`src/rtl/mem_stage.sv`:
```
// mem_stage: pipeline memory stage issuing one load/store at a time and forwarding results to wb and id
// Ports: clk, rst (async active-low); exe_to_mem_valid/data in, mem_allowin out;
//        wb_allowin in, mem_to_wb_valid/data out; mem_to_id_fw_data out;
//        data_req/wr/wstrb/addr/wdata out, data_addr_ok/data_ok/rdata in.
// Macro MEM_TO_ID_FW_EN enables the forwarding bundle; otherwise it is tied to zero.
module mem_stage #(
  parameter int EXE_TO_MEM_DATA_WD = 111,
  parameter int MEM_TO_WB_DATA_WD  = 70,
  parameter int MEM_TO_ID_FW_WD    = 39
)(
  input  logic                          clk,
  input  logic                          rst,
  input  logic                          exe_to_mem_valid,
  input  logic [EXE_TO_MEM_DATA_WD-1:0] exe_to_mem_data,
  output logic                          mem_allowin,
  input  logic                          wb_allowin,
  output logic                          mem_to_wb_valid,
  output logic [MEM_TO_WB_DATA_WD-1:0]  mem_to_wb_data,
  output logic [MEM_TO_ID_FW_WD-1:0]    mem_to_id_fw_data,
  output logic                          data_req,
  output logic                          data_wr,
  output logic [3:0]                    data_wstrb,
  output logic [31:0]                   data_addr,
  output logic [31:0]                   data_wdata,
  input  logic                          data_addr_ok,
  input  logic                          data_data_ok,
  input  logic [31:0]                   data_rdata
);
  localparam logic [1:0] IDLE = 2'd0, REQ = 2'd1, WAIT = 2'd2, DONE = 2'd3;
  logic                          mem_valid;
  logic [1:0]                    state;
  logic [EXE_TO_MEM_DATA_WD-1:0] bundle;
  logic [31:0]                   rdata_r;
  logic                          unused_br;
  logic [2:0]                    store_op;
  logic [4:0]                    load_op, dest;
  logic                          rf_wen, is_mem, ready_go;
  logic [31:0]                   wdata, alu_result, pc, final_result;
  logic [1:0]                    a;
  logic [7:0]                    ld_b;
  logic [15:0]                   ld_h;
  assign {unused_br, store_op, load_op, dest, rf_wen, wdata, alu_result, pc} = bundle;
  assign is_mem          = |store_op || |load_op;
  assign ready_go        = !is_mem || state == DONE;
  assign mem_allowin     = !mem_valid || (ready_go && wb_allowin);
  assign mem_to_wb_valid = mem_valid && ready_go;
  assign a               = alu_result[1:0];
  assign ld_b            = 8'(rdata_r >> {a, 3'b000});
  assign ld_h            = 16'(rdata_r >> {a[1], 4'b0000});
  assign final_result    = load_op[4] ? {{24{ld_b[7]}}, ld_b} :
                           load_op[3] ? {{16{ld_h[15]}}, ld_h} :
                           load_op[2] ? rdata_r :
                           load_op[1] ? {24'b0, ld_b} :
                           load_op[0] ? {16'b0, ld_h} : alu_result;
  assign mem_to_wb_data  = {dest, rf_wen, final_result, pc};
  assign data_req        = state == REQ;
  assign data_wr         = data_req && |store_op;
  assign data_addr       = {alu_result[31:2], 2'b00};
  assign data_wstrb      = !data_req   ? 4'b0000 :
                           store_op[2] ? 4'b0001 << a :
                           store_op[1] ? 4'b0011 << {a[1], 1'b0} :
                           store_op[0] ? 4'b1111 : 4'b0000;
  assign data_wdata      = store_op[2] ? {4{wdata[7:0]}} :
                           store_op[1] ? {2{wdata[15:0]}} : wdata;
`ifdef MEM_TO_ID_FW_EN
  assign mem_to_id_fw_data = {mem_valid && is_mem && state != DONE, mem_valid && rf_wen, dest, final_result};
`else
  assign mem_to_id_fw_data = '0;
`endif
  // ok strobes outside the state expecting them fall through untouched
  always_ff @(posedge clk or negedge rst) begin
    if (!rst) begin
      mem_valid <= 1'b0;
      state     <= IDLE;
      bundle    <= '0;
      rdata_r   <= '0;
    end else begin
      if (mem_allowin) mem_valid <= exe_to_mem_valid;
      if (exe_to_mem_valid && mem_allowin) bundle <= exe_to_mem_data;
      if (mem_allowin) state <= (exe_to_mem_valid && |exe_to_mem_data[109:102]) ? REQ : IDLE;
      else if (state == REQ && data_addr_ok) state <= WAIT;
      else if (state == WAIT && data_data_ok) begin
        state   <= DONE;
        rdata_r <= data_rdata;
      end
    end
  end
endmodule

```
`config.mk`:
```
export PLATFORM = sky130hd
export DESIGN_NAME = mem_stage
export DESIGN_NICKNAME = d
export VERILOG_FILES = /design/src/rtl/mem_stage.sv
export SDC_FILE = /design/constraint.sdc
export NUM_CORES = 1
export LEC_CHECK = 0
export ABC_CLOCK_PERIOD_IN_PS = 5500
export CAP_MARGIN = 20
export CORE_MARGIN = 3
export CORE_UTILIZATION = 47
export CTS_CLUSTER_DIAMETER = 60
export DETAILED_ROUTE_END_ITERATION = 10
export MAX_ROUTING_LAYER = met4
export PLACE_DENSITY = 0.94
export SLEW_MARGIN = 10
export SYNTH_ARGS = -nofsm -noshare
export SYNTH_HDL_FRONTEND = slang
export SYNTH_SLANG_ARGS = --single-unit
```
`constraint.sdc`:
```
create_clock -name clk -period 5.5 [get_ports clk]
set_input_delay 0.55 -clock clk [delete_from_list [all_inputs] [get_ports clk]]
set_output_delay 0.55 -clock clk [all_outputs]
set_load 0.05 [all_outputs]
```
Word level (Yosys, flattened, before mapping):

Cells that the tools add are included.

* bits in registers: 145
* input bits: 149
* logic and storage cells: 45

* eq/ne operators: 3
* shift-type cells: 4
* multiplexer cells: 15
* bitwise gates (word level): 2
* reductions and logical operators: 17

Operators by type and width (count)
* $mux 32: 7
* $shr 32x5->16: 1
* $shr 32x5->8: 1
* $mux 4: 4
* $reduce_or 8->1: 1
* $logic_and 1x1->1: 7
* $mux 2: 3
* $reduce_or 5->1: 1
* $eq 2x2->1 const B: 2
* $shl 1x2->4 const A: 1
* $shl 2x2->4 const A: 1
* $logic_or 1x1->1: 3
* $reduce_and 3->1: 1
* $reduce_bool 3->1: 1
* $reduce_or 3->1: 1
* $eq 2x1->1 const B: 1
* $logic_not 1->1: 2
* $not 1->1: 2
* $mux 1: 1

Depth between registers and ports, before layout:

* depth in word-level cells: 8
* mapped depth: 7

Worst setup path after synthesis:

Ideal clock, no wire load.

* kind: reg2out
* start: register bundle[33]
* end: output mem_to_wb_data[35]
* arrival: 2.667 ns
* path slack: 2.283 ns
* stages on the path, launching flop included: 6
* buffers on the path: 3
* cell sequence: dfrtp_1 clkbuf_1 clkbuf_1 clkbuf_1 a32oi_1 o21ai_0

* longest elaborated chain between the ends: 6
* elaborated cells between the ends (all ways): 7
* classes of those cells: 2 x shift; 5 x mux

RTL lines
* from (decl): line 32 `logic [EXE_TO_MEM_DATA_WD-1:0] bundle;`
* from (signal assigned): line 79 `if (exe_to_mem_valid && mem_allowin) bundle <= exe_to_mem_data;`
* $shr 32x5->16: line 49 `assign ld_h = 16'(rdata_r >> {a[1], 4'b0000});`
* $mux 32: line 54 `load_op[0] ? {16'b0, ld_h} : alu_result;`
* $mux 32: line 53 `load_op[1] ? {24'b0, ld_b} :`
* $mux 32: line 52 `load_op[2] ? rdata_r :`
* $mux 32: line 51 `load_op[3] ? {{16{ld_h[15]}}, ld_h} :`
* $mux 32 (*): line 50 `assign final_result = load_op[4] ? {{24{ld_b[7]}}, ld_b} :`
* to (decl): line 18 `output logic [MEM_TO_WB_DATA_WD-1:0] mem_to_wb_data,`

Mark *: on every way between the ends. The rest lies on a longest branch, timed or not.

Worst setup path after layout:

* start: register bundle[33]
* end: output mem_to_wb_data[54]

* longest elaborated chain between the ends: 3
* elaborated cells between the ends (all ways): 4
* classes of those cells: 2 x shift; 2 x mux

RTL lines (line)
* $shr 32x5->16: 49
* $mux 32: 51
* $mux 32 (*): 50

Marks and branches as above.

==> impl_results.md <==
* Reg2reg end: bundle[74]
* Initial antenna violation count at 0
* Reg-to-Reg Start: bundle[108]
* Vias in the first global route at 6233
* Dpl hpwl at 16900 microns
* Std-Cell Rows at 46
* I/O pin count at 330
* Synth async-reset ratio at 100%
* Cts bufs inserted at 17
* CTS tree: built
* Peak Freq at 0.239 GHz
* Post-CTS sizing at 0
* WP buf/inv at 2
* Worst skew pair latency at 0.42 ns
* Commonest register cell after synthesis: dfrtp_1
* DRC at 0
* Most common cell after layout, fill and taps aside: clkdlybuf4s50_1
* Layout cells sized above 1 at 11.9%
* Postcts setup bufs at 0
* RD Place Congestion at 0.826
* First-pass GRT wire length at 34500 microns
* CP Data Arrival Time at 3.63 ns
* ANT cells at 0
* R2R Setup Slk at 2.28 ns
* Gr usage total at 25.5%
* Final-report setup violation count at 0
* Net count, final at 1012
* Final instance area at 10700 sq um
* Crit path capture type: primary output
* Instance area after placement at 10100 sq um
* Final hold vios at 0
* DIE WIDTH at 135 microns
* Final hold slack at 0.255 ns
* Setup TNS at 0 ns
* Worst-Margin Slew at 0.987 ns
* Antenna Nets Post-Route at 0
* Hold Crit Class: primary input to async pin
* Minimum clock period after layout at 4.18 ns
* Port buffer count at 287
* Synthesized area per cell at 11.8 sq um
* Yosys reg bits at 145
* Area growth, synth to finish at 36.5%
* R2r worst-path depth at 5
* Slowest library cell on the worst path: clkdlybuf4s50_1
* H-tree levels at 4
* Fillers at 1151
* Worst setup path class: flop to primary output
* Max-cap violations at 0
* RSZ-0062 raised after global routing: false
* WL per Instance at 20.5 microns
* Crit path max fanout at 21
* Core area at 16100 sq um
* Slew headroom at 34.2%
* Largest net degree at the start of global routing at 106
* Req. time, crit path at 4.95 ns
* Clk_skew at 0.0128 ns
* Startpoint types: flop
* First DRT Iteration DRCs at 352
* Hold_buf cts at 0
* Routed wire length at 22400 microns
* Crit path max-delay family: buffers and inverters
* CTS root buf: clkbuf_16
* Worst-path clk slew at 0.06 ns
* Total gr overflow at 0
* Seq/Total Area, Yosys at 46.2%
* Status: finished clean
* Synth cell types at 38
* Mapped Area at 7850 sq um
* Pre-antenna DRT Iters at 5
* CP max stage delay at 0.78 ns
* Initial Util at 48.7%
* Clock Tree Buf Depth at 2
* Total clock sinks at 145
* Syn Inst Count at 666
* Slew Viols, Final at 0
* Cell breakdown of the critical path: buf_4, mux4_2, nand2_1, o21ai_0, clkdlybuf4s50_1
* Ys Warns at 0
* Final worst-path cycle share at 75.9%
* Via Count at 5885
* Most frequent cells in the layout: 286 x clkdlybuf4s50_1, 145 x dfrtp_1, 100 x mux2_1, 51 x mux2_2, 46 x o21ai_0
* Die area at 18300 sq um
* Post-synth EDFFs at 0
* Die H at 135 microns
* Via density at 5.39
cells in the mapped netlist, types with 2 or more instances:
master    count  area [sq um]
buf_2         2          10.0
a21oi_1      19          95.1
nand3_1       3          15.0
nand2_1      25          93.8
o21ai_0      46           230
a22oi_1       7          52.6
inv_1        14          52.6
a21o_1        2          15.0
nor4_1        2          12.5
dfrtp_1     145          3630
buf_4       118           886
nand2b_1      3          18.8
buf_6        10           113
mux2_1      100          1130
a31oi_1       5          31.3
a221oi_1     22           193
mux2_2       51           574
a32oi_1       8          70.1
nor2b_1       4          25.0
mux4_2        8           180
clkbuf_1     27           101
nor2_1       15          56.3
mux2i_1      15           150
sequential cells by signal, indices dropped and copies added, names as in the netlist:
name       flops
state          2
rdata_r       32
mem_valid      1
bundle       110
routing by layer:
metal	routed length [microns]	vias up	GRT usage (%)
met2	12100	312	44.7
met4	450	0	8.06
li1	-	2628	-
met1	8050	2910	28.6
met5	0	-	-
met3	1810	35	6.32
logic make-up after synthesis:
logic type	Yosys count	share of synthesized area, %
DFF	145	46.2
other	1	0.0478
buffers and inverters	172	14.9
muxes	174	25.9
AOI/OAI and AO/OA	116	9.50
and+or+nand+nor	58	3.54
worst max-delay path by stage:
| stage | startpoint | endpoint | slack [ns] | cells after the start |
|---|---|---|---|---|
| 2_1_floorplan | bundle[33] | mem_to_wb_data[35] | 2.28 | 5 |
| 3_3_place_gp | bundle[33] | mem_to_wb_data[43] | 1.80 | 5 |
| 3_5_place_dp | bundle[33] | mem_to_wb_data[43] | 1.68 | 5 |
| 4_1_cts | bundle[33] | mem_to_wb_data[43] | 1.20 | 5 |
| 5_1_grt | bundle[33] | mem_to_wb_data[41] | 1.05 | 5 |
| 6_report | bundle[33] | mem_to_wb_data[54] | 1.32 | 5 |
final cells by class:
| class | count | area, sq um | area share, % |
|---|---|---|---|
| Sequential cell | 145 | 3630 | 33.9 |
| Multi-Input combinational cell | 389 | 3240 | 30.2 |
| Timing Repair Buffer | 296 | 2940 | 27.5 |
| Clock buffer | 18 | 439 | 4.10 |
| Tap cell | 216 | 270 | 2.52 |
| Clock inverter | 14 | 145 | 1.35 |
| Inverter | 14 | 52.6 | 0.490 |
through the flow:
stage | worst slack (ns) | std cells | utilization [%]
after floorplan | 2.28 | 706 | -
after global placement | 1.80 | 1060 | 62.9
after detailed placement | 1.68 | 1060 | 62.9
after CTS | 1.20 | 1092 | 66.5
after global routing | 1.05 | 1092 | 66.5
final | 1.32 | 1092 | 66.5
Power is left out: the tool's default activity adds up to more than one toggle a clock period on the data nets, which glitch-free logic cannot reach.
